--- src/rtl/key_monitor_pkg.sv ---
// Shared helpers and width derivations for the multi-key monitor.
// Imported by the channel, the interface users and the top.
package key_monitor_pkg;

  function automatic int clog2(input int v);
    int r;
    r = 0;
    for (int x = v - 1; x > 0; x = x >> 1)
      r++;
    return r;
  endfunction

  function automatic int max2(input int a, input int b);
    return (a > b) ? a : b;
  endfunction

  function automatic int code_width(input int n);
    return max2(1, clog2(n));
  endfunction

  function automatic int cnt_width(input int d);
    return max2(1, clog2(d + 1));
  endfunction

endpackage

--- src/rtl/multi_key_monitor_if.sv ---
// Key inputs and debounced outputs of the multi-key monitor.
// master = monitor side, slave = keypad/FSM side.
interface multi_key_monitor_if #(
  parameter int NUM_KEYS = 4,
  parameter int CODE_W   = 2
);

  logic [NUM_KEYS-1:0] key;
  logic [NUM_KEYS-1:0] keyState;
  logic [NUM_KEYS-1:0] keyEdge;
  logic [NUM_KEYS-1:0] keyRelease;
  logic                keyValid;
  logic [CODE_W-1:0]   keyCode;

  modport master (
    input  key,
    output keyState,
    output keyEdge,
    output keyRelease,
    output keyValid,
    output keyCode
  );

  modport slave (
    output key,
    input  keyState,
    input  keyEdge,
    input  keyRelease,
    input  keyValid,
    input  keyCode
  );

endinterface

--- src/rtl/key_debounce_channel.sv ---
// One key: synchroniser, polarity fix, debounce counter and
// registered press/release pulses.
module key_debounce_channel
  import key_monitor_pkg::*;
#(
  parameter int DEBOUNCE_CYCLES = 4,
  parameter int SYNC_STAGES     = 2,
  parameter int KEY_ACTIVE_LOW  = 1
) (
  input  logic clock,
  input  logic reset,
  input  logic key,
  output logic state,
  output logic press,
  output logic rel,
  output logic press_next
);

  localparam int CW = cnt_width(DEBOUNCE_CYCLES);
  localparam logic IDLE = (KEY_ACTIVE_LOW != 0);
  localparam logic [CW-1:0] LAST = CW'(DEBOUNCE_CYCLES - 1);

  logic [SYNC_STAGES-1:0] sync_q;
  logic                   sample;
  logic                   stable_q;
  logic [CW-1:0]          cnt_q;
  logic                   rel_next;

  always_ff @(posedge clock) begin
    if (reset)
      sync_q <= {SYNC_STAGES{IDLE}};
    else
      sync_q <= {sync_q[SYNC_STAGES-2:0], key};
  end

  // XOR with the idle level makes 1 mean pressed
  assign sample = sync_q[SYNC_STAGES-1] ^ IDLE;

  always_ff @(posedge clock) begin
    if (reset) begin
      stable_q <= 1'b0;
      cnt_q    <= '0;
    end else if (sample == stable_q) begin
      cnt_q <= '0;
    end else if (cnt_q == LAST) begin
      stable_q <= sample;
      cnt_q    <= '0;
    end else begin
      cnt_q <= cnt_q + 1'b1;
    end
  end

  assign press_next = stable_q & ~state;
  assign rel_next   = ~stable_q & state;

  // state lags stable_q by one edge so it moves with the pulses
  always_ff @(posedge clock) begin
    if (reset) begin
      state <= 1'b0;
      press <= 1'b0;
      rel   <= 1'b0;
    end else begin
      state <= stable_q;
      press <= press_next;
      rel   <= rel_next;
    end
  end

endmodule

--- src/rtl/multi_key_monitor.sv ---
// NUM_KEYS debounced key channels plus a registered
// lowest-index press encoder for the code-entry FSM.
module multi_key_monitor
  import key_monitor_pkg::*;
#(
  parameter int NUM_KEYS        = 4,
  parameter int DEBOUNCE_CYCLES = 4,
  parameter int SYNC_STAGES     = 2,
  parameter int KEY_ACTIVE_LOW  = 1
) (
  input  logic                 clock,
  input  logic                 reset,
  multi_key_monitor_if.master  bus
);

  localparam int CODE_W = code_width(NUM_KEYS);

  logic [NUM_KEYS-1:0] state_v;
  logic [NUM_KEYS-1:0] press_v;
  logic [NUM_KEYS-1:0] rel_v;
  logic [NUM_KEYS-1:0] rise_v;
  logic [CODE_W-1:0]   code_next;
  logic                valid_q;
  logic [CODE_W-1:0]   code_q;

  for (genvar g = 0; g < NUM_KEYS; g++) begin : g_ch
    key_debounce_channel #(
      .DEBOUNCE_CYCLES (DEBOUNCE_CYCLES),
      .SYNC_STAGES     (SYNC_STAGES),
      .KEY_ACTIVE_LOW  (KEY_ACTIVE_LOW)
    ) u_ch (
      .clock      (clock),
      .reset      (reset),
      .key        (bus.key[g]),
      .state      (state_v[g]),
      .press      (press_v[g]),
      .rel        (rel_v[g]),
      .press_next (rise_v[g])
    );
  end

  // scan high to low so the lowest set index wins
  always_comb begin
    code_next = '0;
    for (int i = NUM_KEYS - 1; i >= 0; i--)
      if (rise_v[i])
        code_next = CODE_W'(i);
  end

  always_ff @(posedge clock) begin
    if (reset) begin
      valid_q <= 1'b0;
      code_q  <= '0;
    end else begin
      valid_q <= |rise_v;
      code_q  <= code_next;
    end
  end

  assign bus.keyState   = state_v;
  assign bus.keyEdge    = press_v;
  assign bus.keyRelease = rel_v;
  assign bus.keyValid   = valid_q;
  assign bus.keyCode    = code_q;

endmodule

--- src/flat_wrapper.sv ---
// flat-port wrapper written by rule: the top's interface ports become plain ports
module multi_key_monitor_flat import key_monitor_pkg::*;
#(
  parameter int NUM_KEYS        = 4,
  parameter int DEBOUNCE_CYCLES = 4,
  parameter int SYNC_STAGES     = 2,
  parameter int KEY_ACTIVE_LOW  = 1
)
  (clock, reset, bus_key, bus_keyState, bus_keyEdge, bus_keyRelease, bus_keyValid, bus_keyCode);
  multi_key_monitor_if #(.NUM_KEYS(NUM_KEYS), .CODE_W(2)) bus_i ();
  input  logic clock;
  input  logic reset;
  input wire logic [$bits(bus_i.key)-1:0] bus_key;
  output wire logic [$bits(bus_i.keyState)-1:0] bus_keyState;
  output wire logic [$bits(bus_i.keyEdge)-1:0] bus_keyEdge;
  output wire logic [$bits(bus_i.keyRelease)-1:0] bus_keyRelease;
  output wire logic [$bits(bus_i.keyValid)-1:0] bus_keyValid;
  output wire logic [$bits(bus_i.keyCode)-1:0] bus_keyCode;
  assign bus_i.key = bus_key;
  assign bus_keyState = bus_i.keyState;
  assign bus_keyEdge = bus_i.keyEdge;
  assign bus_keyRelease = bus_i.keyRelease;
  assign bus_keyValid = bus_i.keyValid;
  assign bus_keyCode = bus_i.keyCode;
  multi_key_monitor #(.NUM_KEYS(NUM_KEYS), .DEBOUNCE_CYCLES(DEBOUNCE_CYCLES), .SYNC_STAGES(SYNC_STAGES), .KEY_ACTIVE_LOW(KEY_ACTIVE_LOW)) u_core (.clock(clock), .reset(reset), .bus(bus_i));
endmodule
--- config.mk ---
export PLATFORM = sky130hd
export DESIGN_NAME = multi_key_monitor_flat
export DESIGN_NICKNAME = d
export VERILOG_FILES = /design/src/rtl/key_monitor_pkg.sv /design/src/rtl/multi_key_monitor_if.sv /design/src/rtl/key_debounce_channel.sv /design/src/rtl/multi_key_monitor.sv /design/src/flat_wrapper.sv
export SDC_FILE = /design/constraint.sdc
export NUM_CORES = 1
export LEC_CHECK = 0
export ABC_AREA = 0
export ABC_CLOCK_PERIOD_IN_PS = 1700
export BUFFER_PORTS_ARGS = -buffer_cell sky130_fd_sc_hd__buf_4
export CAP_MARGIN = 20
export CORE_ASPECT_RATIO = 0.9
export CORE_UTILIZATION = 54
export DETAILED_ROUTE_END_ITERATION = 16
export PLACE_DENSITY = 0.76
export SETUP_SLACK_MARGIN = 0.5
export SLEW_MARGIN = 20
export SYNTH_ARGS = -nofsm -noshare
export SYNTH_HDL_FRONTEND = slang
export SYNTH_SLANG_ARGS = --single-unit
--- constraint.sdc ---
create_clock -name clock -period 1.7 [get_ports clock]
set_clock_uncertainty 0.05 [all_clocks]
set_input_delay 0.255 -clock clock [delete_from_list [all_inputs] [get_ports clock]]
set_output_delay 0.255 -clock clock [all_outputs]
set_load 0.02 [all_outputs]
==> reports/results.ini, run 1 <==
[synthesis]
yosysSeqAreaShare=0.5532
syn_nets=142
syn_inst=128
synth.area.top_cells=dfxtp_1, ha_1, buf_4
synth_top_area_frac=0.5532
syn_avg_cell_area_um2=11.03
synth-seq-cells=39
netlist_area_um2=1411
synth_warnings=0
synth_cell_types=19
synth_area_leader_cell=dfxtp_1

[power_and_ir_drop]
power.total_mw=1.388
ir_worst_vdd_mv=0.8589
p_leak_nw=0.6652
p_per_area_nw_per_um2=809.0

[hold_path]
whs_path_depth=2
worstHoldStart=bus_key[3]
min_path_type=input pin to flop
hold_end=u_core.g_ch[3].u_ch.sync_q[0]

[detailed_routing]
met2RoutedLength_um=988
avgViaCountPerCell=4.764
dr_wl_met3_um=110
wl_per_cell_um=11.24
drtIter0Drc=7
wl_um=1956
vias=829
met1_length_um=819
top_layer_used=met4
ant_nets=0
drt-pass1-iter-count=4
remaining_drc_errors=0

[sta]
period_share=0.7279
report.final.slew_viol_count=0
fin_ws_ns=0.4625
period_minus_slack_ns=1.238
hold_viol_final=0
tightest_slew_ns=0.2476
fmaxAchievable_mhz=808.1
grt_setup_unrepaired=yes
final.setup.tns_ns=0
slew_headroom=0.8349
worst_hold_slack_ns=0.04107
finalSetupViolations=0

[global_routing]
overflow=0
grt_max_degree=28
track_usage=0.1730
antenna_found_initial=0
grt_pass1_vias=843
grt_pass1_wl_um=3560

[run]
maxCapViolCount=0

[final_layout]
syn2layout_area_growth_pct=21.54
drive_gt1_frac=0.4658
nets=161
final_cells=174
num_antenna_cells=0

[critical_path]
critPathKind=flop to flop
reg2reg_from=u_core.g_ch[0].u_ch.cnt_q[0]
start_kind=flop
cpMaxStageDelayCell=or3_4
crit_path_frequent_cell=ha_4
reg2reg_slack_ns=0.46
endpoint_kind=flop
worstPathMaxFanout=3
reg2reg_depth=4
critPathTopFamily=simple AND/OR/NAND/NOR gates
crit_buf_inv=0
path_cells=ha_4 > ha_4 > or3_4 > nor2_4
cp.required_ns=1.92
slowest_delay_ns=0.36
reg2reg_to=u_core.g_ch[0].u_ch.cnt_q[0]
cp.arrival_ns=1.46

[clock_tree]
cts_sinks=39
insertion_delay_ns=0.33
clockBufferDepth=2
cts_made_buffers=5
root_buffer=clkbuf_4
htreeDepth=2
cts_tree=done
clk_pin_slew_worst_paths_ns=0.10

[placed_design]
hpwl_um=1268
io_buffers=20
dp.cells=162
dp_slack_ns=0.4474
place_congestion=0.6600

[floorplan]
die-width_um=55.89
initial_core_util=0.5720
dieArea_um2=2822
ios=21
rows=17
die-height_um=50.50
core_um2=2467

[run_status]
status=completed

-- flip-flops by register name (all words and copies together) (netlist names) --
register,flops
u_core.g_ch.u_ch.rel,4
u_core.g_ch.u_ch.state,4
u_core.g_ch.u_ch.sync_q,8
u_core.g_ch.u_ch.cnt_q,12
u_core.bus.keyCode,2
u_core.bus.keyValid,1
u_core.g_ch.u_ch.stable_q,4
u_core.g_ch.u_ch.press,4
-- cells in the mapped netlist --
| cell | number |
|---|---|
| buf_2 | 2 |
| nor2_1 | 5 |
| nor3_1 | 1 |
| nor2b_2 | 2 |
| dfxtp_1 | 39 |
| a31oi_1 | 1 |
| xor2_1 | 4 |
| ha_1 | 8 |
| inv_1 | 8 |
| a211oi_1 | 4 |
| or2_1 | 8 |
| buf_4 | 12 |
| nor3b_1 | 4 |
| nand2b_1 | 3 |
| or2b_1 | 1 |
| nor2b_1 | 9 |
| a21oi_1 | 1 |
| nor2_2 | 12 |
| or3_4 | 4 |
-- stage by stage --
| step | area, um2 | util |
|---|---|---|
| 2_1_floorplan | 1471 | - |
| 3_3_place_gp | 1556 | 0.6308 |
| 3_5_place_dp | 1556 | 0.6308 |
| 4_1_cts | 1678 | 0.6800 |
| 5_1_grt | 1715 | 0.6952 |
| 6_report | 1715 | 0.6952 |
-- cells by family after synthesis --
logic type,Yosys count,synth area share
AO/OA/AOI/OAI,6,0.02926
XOR/XNOR,4,0.02482
adder cells (fa/ha/maj),8,0.07092
buffers and inverters,22,0.09220
flip-flops,39,0.5532
AND/OR/NAND/NOR,49,0.2296
-- cell type report --
type                    instances  area (um2)
flip-flops and latches         39       795.8
fillers                       184       752.0
multi-input cells              67       618.1
repair buffers                 26       195.2
clock buffers                   6       41.29
well taps                      28       35.03
inverters                       8       30.03
-- layer usage --
metal / up-vias / global-route usage
li1: 428 / -
met1: 375 / 0.1835
met2: 19 / 0.2952
met3: 7 / 0.08505
met4: 0 / 0.07317
met5: - / 0
-- repair_timing --
item	CTS	global route
endpoints found under the setup margin	14	16
buffers inserted	4	2
hold buffers	0	0
resized for setup	12	7
pin swaps	6	1
-- cells in the final DEF, fill, tap and decap left out, drive strengths merged --
cell type / n
dfxtp: 39
buf: 26
nor2: 17
nor2b: 11
inv: 8
or2: 8
ha: 8
clkbuf: 6
xor2: 4
or3: 4
a211oi: 4
nor3b: 4
nand2b: 3
nor3: 1
a21oi: 1
or2b: 1
a31oi: 1
-- worst max path at each step --
stage | start | to | cells after the start
2_1_floorplan | u_core.g_ch[3].u_ch.cnt_q[0] | u_core.g_ch[3].u_ch.cnt_q[0] | 4
3_3_place_gp | u_core.g_ch[3].u_ch.cnt_q[0] | u_core.g_ch[3].u_ch.cnt_q[0] | 4
3_5_place_dp | u_core.g_ch[0].u_ch.cnt_q[0] | u_core.g_ch[0].u_ch.cnt_q[0] | 4
4_1_cts | u_core.g_ch[0].u_ch.cnt_q[0] | u_core.g_ch[0].u_ch.cnt_q[0] | 4
5_1_grt | u_core.g_ch[0].u_ch.cnt_q[0] | u_core.g_ch[0].u_ch.cnt_q[0] | 4
6_report | u_core.g_ch[0].u_ch.cnt_q[0] | u_core.g_ch[0].u_ch.cnt_q[0] | 4
-- power breakdown --
part	total, mW	switching (mW)	leakage [nW]	internal [mW]
clock	0.414	0.266	0.0242	0.147
sequential	0.930	0.00660	0.322	0.924
combinational	0.0438	0.0208	0.319	0.0230
total	1.39	0.294	0.665	1.09
(Power assumes the default switching activity.)
==> inputs of run 2 (changes only) <==
--- a/config.mk
+++ b/config.mk
@@ -6,7 +6,7 @@
 export NUM_CORES = 1
 export LEC_CHECK = 0
 export ABC_AREA = 0
-export ABC_CLOCK_PERIOD_IN_PS = 1700
+export ABC_CLOCK_PERIOD_IN_PS = 1200
 export BUFFER_PORTS_ARGS = -buffer_cell sky130_fd_sc_hd__buf_4
 export CAP_MARGIN = 20
 export CORE_ASPECT_RATIO = 0.9
==> constraint.sdc (replaced) <==
create_clock -name clock -period 1.2 [get_ports clock]
set_clock_uncertainty 0.05 [all_clocks]
set_input_delay 0.18 -clock clock [delete_from_list [all_inputs] [get_ports clock]]
set_output_delay 0.18 -clock clock [all_outputs]
set_load 0.02 [all_outputs]
==> run 2 against run 1 <==
Against the previous run: the flow now finishes with violations (negative hold slack, negative setup slack); clock power increased by 43%; final cell count rose by 6.3%; first-iteration DRC count rose by 29%; setup slack worse by 0.49 ns; critical path type unchanged; power increased by 43%; register-to-register slack lost 0.49 ns; sequential power up 41%; hold slack lost 0.084 ns; utilization increased by 14 points; highest routed layer unchanged; via count is 9.8% higher; clock-buffer cell count unchanged.
==> reports/results.ini, run 2 (synthesis results as in run 1) <==
[placed_design]
io_buffers=20  ; unchanged
place_congestion=0.6491  ; -1.7%
dp.cells=168  ; +3.7%
hpwl_um=1478  ; +17%
postPlaceCellArea_um2=1679  ; +7.9%

[global_routing]
overflow=0  ; unchanged
track_usage=0.1985  ; +0.02553
grt_pass1_wl_um=4015  ; +13%
grt_pass1_vias=881  ; +4.5%
grt_max_degree=21  ; -25%
antenna_found_initial=0  ; unchanged

[final_layout]
final_common_cell=buf_6
drive_gt1_frac=0.7452  ; +0.2795
syn2layout_area_growth_pct=46.19
regMostFlops=u_core.g_ch.u_ch.cnt_q
final_cells=185  ; +6.3%
num_antenna_cells=0  ; unchanged
final_cell_area_um2=2063  ; +20%
final_cell_mix=buf_6, dfxtp_2, nor2_2, buf_4, dfxtp_1
multi_input_area_um2=773.2  ; +25%
layout_top_registers=u_core.g_ch.u_ch.cnt_q (12), u_core.g_ch.u_ch.sync_q (8)
fillers=124  ; -33%
ff_latch_area_um2=819.5  ; +3.0%
nets=172  ; +6.8%
largest_reg_flops=12  ; unchanged

[clock_tree]
cts_tree=done
htreeDepth=2  ; unchanged
cts_made_buffers=5  ; unchanged
clockBufferDepth=2  ; unchanged
cts_sinks=39  ; unchanged
insertion_delay_ns=0.34  ; about the same
clk_pin_slew_worst_paths_ns=0.10  ; about the same
root_buffer=clkbuf_4

[run_status]
violations=negative hold slack, negative setup slack
status=complete, but fails checks

[sta]
report.final.slew_viol_count=0  ; unchanged
tightest_slew_ns=0.2575  ; +0.009908 ns
worst_hold_slack_ns=-0.04343  ; -0.08450 ns
hold_viol_final=4  ; +4
grt_setup_unrepaired=yes
final.setup.tns_ns=-0.09270  ; -0.09270 ns
fin_ws_ns=-0.02339  ; -0.4859 ns
fmaxAchievable_mhz=817.4  ; +1.2%
slew_headroom=0.8283  ; -0.006605
finalSetupViolations=6  ; +6
period_minus_slack_ns=1.223  ; -0.01411 ns
period_share=1.019  ; +0.2916

[detailed_routing]
met1_length_um=1074  ; +31%
dr_wl_met3_um=94  ; -15%
met2RoutedLength_um=1385  ; +40%
wl_per_cell_um=14.08  ; +25%
wl_um=2605  ; +33%
drtIter0Drc=9  ; +2
vias=910  ; +9.8%
remaining_drc_errors=0  ; unchanged
top_layer_used=met4
avgViaCountPerCell=4.919  ; +3.2%
drt-pass1-iter-count=4  ; unchanged
ant_nets=0  ; unchanged

[power_and_ir_drop]
p_leak_nw=0.7890  ; +19%
p_per_area_nw_per_um2=960.3  ; +19%
power.total_mw=1.981  ; +43%
ir_worst_vdd_mv=0.9594  ; +12%

[floorplan]
die-height_um=50.50  ; unchanged
initial_core_util=0.5720  ; unchanged
ios=21  ; unchanged
rows=17  ; unchanged
core_um2=2467  ; unchanged
die-width_um=55.89  ; unchanged
dieArea_um2=2822  ; unchanged

[critical_path]
worstPathMaxFanout=3  ; unchanged
cp.required_ns=1.43  ; -0.49 ns
crit_buf_inv=0  ; unchanged
critPathTopFamily=simple AND/OR/NAND/NOR gates
path_cells=ha_4 > ha_4 > or3_4 > nor2_2
start_kind=flop
cp.arrival_ns=1.45  ; about the same
endpoint_kind=flop
cpMaxStageDelayCell=or3_4
reg2reg_depth=4  ; unchanged
slowest_delay_ns=0.36  ; about the same
reg2reg_to=u_core.g_ch[3].u_ch.cnt_q[2]
reg2reg_slack_ns=-0.02  ; -0.49 ns
critPathKind=flop to flop
crit_path_frequent_cell=ha_4
reg2reg_from=u_core.g_ch[3].u_ch.cnt_q[0]

[hold_path]
worstHoldStart=bus_key[0]
whs_path_depth=2  ; unchanged
hold_end=u_core.g_ch[0].u_ch.sync_q[0]
min_path_type=input pin to flop

[run]
maxCapViolCount=0  ; unchanged

run 2: timing repair:
action / 4_1_cts / 5_1_grt
endpoints found under the hold margin: 4 / 4
pin swaps: 8 / 2
resized for setup: 66 / 10
setup buffers: 6 / 5
setup endpoints to repair: 43 / 42
run 2: worst register-to-register path, stage by stage (launching register included):
cell     delay [ns]
dfxtp_2        0.35
ha_4           0.16
ha_4           0.15
or3_4          0.36
nor2_2         0.09
run 2: how the worst max path moves through the flow:
stage,start,endpoint,cells after the start
global placement,u_core.g_ch[0].u_ch.cnt_q[0],u_core.g_ch[0].u_ch.cnt_q[0],4
finish,u_core.g_ch[3].u_ch.cnt_q[0],u_core.g_ch[3].u_ch.cnt_q[2],4
detailed placement,u_core.g_ch[3].u_ch.cnt_q[0],u_core.g_ch[3].u_ch.cnt_q[2],4
CTS,u_core.g_ch[3].u_ch.cnt_q[0],u_core.g_ch[3].u_ch.cnt_q[2],4
global route,u_core.g_ch[1].u_ch.cnt_q[0],u_core.g_ch[1].u_ch.cnt_q[1],4
floorplan,u_core.g_ch[0].u_ch.cnt_q[0],u_core.g_ch[0].u_ch.cnt_q[0],4
run 2: layer usage:
| metal | GRT usage | vias to the layer above |
|---|---|---|
| met3 | 0.06186 | 5 |
| met2 | 0.3474 | 19 |
| met1 | 0.2109 | 432 |
| met4 | 0.1220 | 0 |
| met5 | 0 | - |
| li1 | - | 454 |
run 2: area by class of cell:
cell class | instances | area share
Inverter | 8 | 0.01455
Clock buffer | 6 | 0.02001
Sequential cell | 39 | 0.3972
Timing Repair Buffer | 37 | 0.1765
Multi-Input combinational cell | 67 | 0.3748
Tap cell | 28 | 0.01698
run 2: where the power goes:
group,internal [mW],switching [mW]
sequential,1.30,0.0103
clock,0.209,0.384
combinational,0.0355,0.0392
run 2: through the flow:
stage	util	worst slack, ns
2_1_floorplan	-	0.009808
3_3_place_gp	0.6805	0.003312
3_5_place_dp	0.6805	-0.04532
4_1_cts	0.8027	-0.03279
5_1_grt	0.8362	-0.06520
6_report	0.8362	-0.02339
==> inputs of run 3 (changes only) <==
--- a/config.mk
+++ b/config.mk
@@ -6,7 +6,7 @@
 export NUM_CORES = 1
 export LEC_CHECK = 0
 export ABC_AREA = 0
-export ABC_CLOCK_PERIOD_IN_PS = 1200
+export ABC_CLOCK_PERIOD_IN_PS = 1300
 export BUFFER_PORTS_ARGS = -buffer_cell sky130_fd_sc_hd__buf_4
 export CAP_MARGIN = 20
 export CORE_ASPECT_RATIO = 0.9
==> constraint.sdc (replaced) <==
create_clock -name clock -period 1.3 [get_ports clock]
set_clock_uncertainty 0.05 [all_clocks]
set_input_delay 0.195 -clock clock [delete_from_list [all_inputs] [get_ports clock]]
set_output_delay 0.195 -clock clock [all_outputs]
set_load 0.02 [all_outputs]
==> run 3 against run 2 <==
Against the previous run: the run ends with negative hold slack left; non-clock buffer count shrank 1; via count shrank 1.6%; largest cell class unchanged; setup slack gained 0.11 ns; clock power shrank 10%.
==> reports/results.ini, run 3 (synthesis results as in run 1) <==
[power_and_ir_drop]
power.total_mw=1.809  ; -8.7%
p_leak_nw=0.7768  ; -1.5%
p_per_area_nw_per_um2=903.1  ; -6.0%
combPwrFrac=0.037  ; about the same
p_seq_frac=0.669  ; +0.006
clockPowerShare=0.294  ; -0.005
swShare=0.2110  ; -0.007883
ir_worst_vdd_mv=0.9613  ; +0.20%
p_int_mw=1.427  ; -7.8%
p_switching_mw=0.3817  ; -12%

[critical_path]
reg2reg_to=u_core.g_ch[3].u_ch.cnt_q[1]
endpoint_kind=flop
reg2reg_depth=4  ; unchanged
worstPathMaxFanout=3  ; unchanged
critPathKind=flop to flop
start_kind=flop
cp.arrival_ns=1.44  ; about the same
cp.required_ns=1.52  ; +0.09 ns
reg2reg_from=u_core.g_ch[3].u_ch.cnt_q[0]
reg2reg_slack_ns=0.08  ; +0.11 ns

[floorplan]
core_um2=2467  ; unchanged
ios=21  ; unchanged
die-height_um=50.50  ; unchanged
rows=17  ; unchanged
die-width_um=55.89  ; unchanged
initial_core_util=0.5720  ; unchanged
dieArea_um2=2822  ; unchanged

[detailed_routing]
drt-pass1-iter-count=4  ; unchanged
ant_nets=0  ; unchanged
drtIter0Drc=17  ; +8
vias=895  ; -1.6%
remaining_drc_errors=0  ; unchanged
avgViaCountPerCell=4.864  ; -1.1%
wl_per_cell_um=12.50  ; -11%
wl_um=2300  ; -12%

[sta]
slew_headroom=0.8327  ; +0.004335
grt_setup_unrepaired=yes
tightest_slew_ns=0.2510  ; -0.006504 ns
report.final.slew_viol_count=0  ; unchanged
final.setup.tns_ns=0  ; +0.09270 ns
period_minus_slack_ns=1.217  ; -0.006291 ns
finalSetupViolations=0  ; -6
fmaxAchievable_mhz=821.6  ; +0.52%
period_share=0.9362  ; -0.08326
fin_ws_ns=0.08290  ; +0.1063 ns
worst_hold_slack_ns=-0.01627  ; +0.02716 ns
hold_viol_final=4  ; unchanged

[clock_tree]
clk_pin_slew_worst_paths_ns=0.10  ; about the same
cts_tree=done
cts_made_buffers=5  ; unchanged
clockBufferDepth=2  ; unchanged
root_buffer=clkbuf_4
insertion_delay_ns=0.33  ; about the same
htreeDepth=2  ; unchanged
cts_sinks=39  ; unchanged

[hold_path]
min_path_type=input pin to flop
whs_path_depth=2  ; unchanged
hold_end=u_core.g_ch[0].u_ch.sync_q[0]
worstHoldStart=bus_key[0]

[final_layout]
regMostFlops=u_core.g_ch.u_ch.cnt_q
nets=171  ; -0.58%
layout_top_registers=u_core.g_ch.u_ch.cnt_q (12), u_core.g_ch.u_ch.sync_q (8)
final_common_cell=dfxtp_2
drive_gt1_frac=0.7115  ; -0.03368
num_antenna_cells=0  ; unchanged
fillers=147  ; +19%
largest_reg_flops=12  ; unchanged
final_cell_mix=dfxtp_2, buf_6, buf_4, dfxtp_1, nor2_2
syn2layout_area_growth_pct=41.93

[global_routing]
grt_pass1_vias=853  ; -3.2%
track_usage=0.1781  ; -0.02049
grt_pass1_wl_um=3636  ; -9.4%
overflow=0  ; unchanged
antenna_found_initial=0  ; unchanged
grt_max_degree=20  ; -4.8%

[placed_design]
hpwl_um=1346  ; -8.9%
io_buffers=20  ; unchanged
dp_slack_ns=0.06362  ; +0.1089 ns
place_congestion=0.6497  ; about the same

[run]
maxCapViolCount=0  ; unchanged

[run_status]
violations=negative hold slack
status=complete, but fails checks

==> run 3: changes by cell type in the layout (fill, tap and decap cells not counted), sizes merged <==
cell	change
buf	-1
==> run 3: area by class of cell <==
cell class	count	area, um2	share of cell area
clock buffer	6	41.29	0.02061
timing repair buffer	36	349.1	0.1743
inverter	8	30.03	0.01499
multi-input combinational	67	724.4	0.3616
sequential	39	823.3	0.4110
tap	28	35.03	0.01749
==> run 3: worst max-delay path, stage by stage (launching register included) <==
cell and delay [ns]:
dfxtp_2 0.35, ha_4 0.16, ha_4 0.16, or3_4 0.36, nor2_2 0.09
==> run 3: power groups by stage <==
| stage | Sequential, mW | Combinational [mW] | Clock, mW |
|---|---|---|---|
| final | 1.21 | 0.0662 | 0.533 |
| after global routing | 1.21 | 0.0737 | 0.604 |
| after CTS | 1.21 | 0.0628 | 0.546 |
| after detailed placement | 1.25 | 0.0544 | 0 |
| after global placement | 1.25 | 0.0523 | 0 |
| after floorplan | 1.25 | 0.0336 | 0 |
==> run 3: what timing repair did <==
item | 4_1_cts | 5_1_grt
pin swaps | 8 | 1
setup endpoints to repair | 37 | 39
hold endpoints to repair | 4 | 4
buffers inserted | 12 | 3
resized for setup | 48 | 17
==> run 3: worst max-delay path by stage <==
stage / startpoint / cells after the start / slack [ns] / end
after global routing: u_core.g_ch[3].u_ch.cnt_q[0] / 4 / 0.05 / u_core.g_ch[3].u_ch.cnt_q[1]
after global placement: u_core.g_ch[3].u_ch.cnt_q[0] / 4 / 0.09 / u_core.g_ch[3].u_ch.cnt_q[0]
after detailed placement: u_core.g_ch[0].u_ch.cnt_q[0] / 4 / 0.06 / u_core.g_ch[0].u_ch.cnt_q[0]
after CTS: u_core.g_ch[2].u_ch.cnt_q[1] / 4 / 0.09 / u_core.g_ch[2].u_ch.cnt_q[2]
after floorplan: u_core.g_ch[0].u_ch.cnt_q[0] / 4 / 0.11 / u_core.g_ch[0].u_ch.cnt_q[0]
final: u_core.g_ch[3].u_ch.cnt_q[0] / 4 / 0.08 / u_core.g_ch[3].u_ch.cnt_q[1]
==> run 3: through the flow <==
| stage | std cells | hold WS (ns) | instance area (um2) | util |
|---|---|---|---|---|
| 2_1_floorplan | 128 | 0.2152 | 1548 | - |
| 3_3_place_gp | 163 | 0.3236 | 1640 | 0.6648 |
| 3_5_place_dp | 163 | 0.3264 | 1640 | 0.6648 |
| 4_1_cts | 181 | -0.02687 | 1907 | 0.7728 |
| 5_1_grt | 184 | -0.02952 | 2003 | 0.8119 |
| 6_report | 184 | -0.01627 | 2003 | 0.8119 |
==> run 3: metal layers <==
metal	share of wire	routed length, um	track usage	up-vias
met5	0	0	0	-
met4	0.019	43	0.08537	0
met3	0.044	102	0.07732	6
met2	0.54	1233	0.3213	18
met1	0.40	921	0.1769	418
li1	-	-	-	453
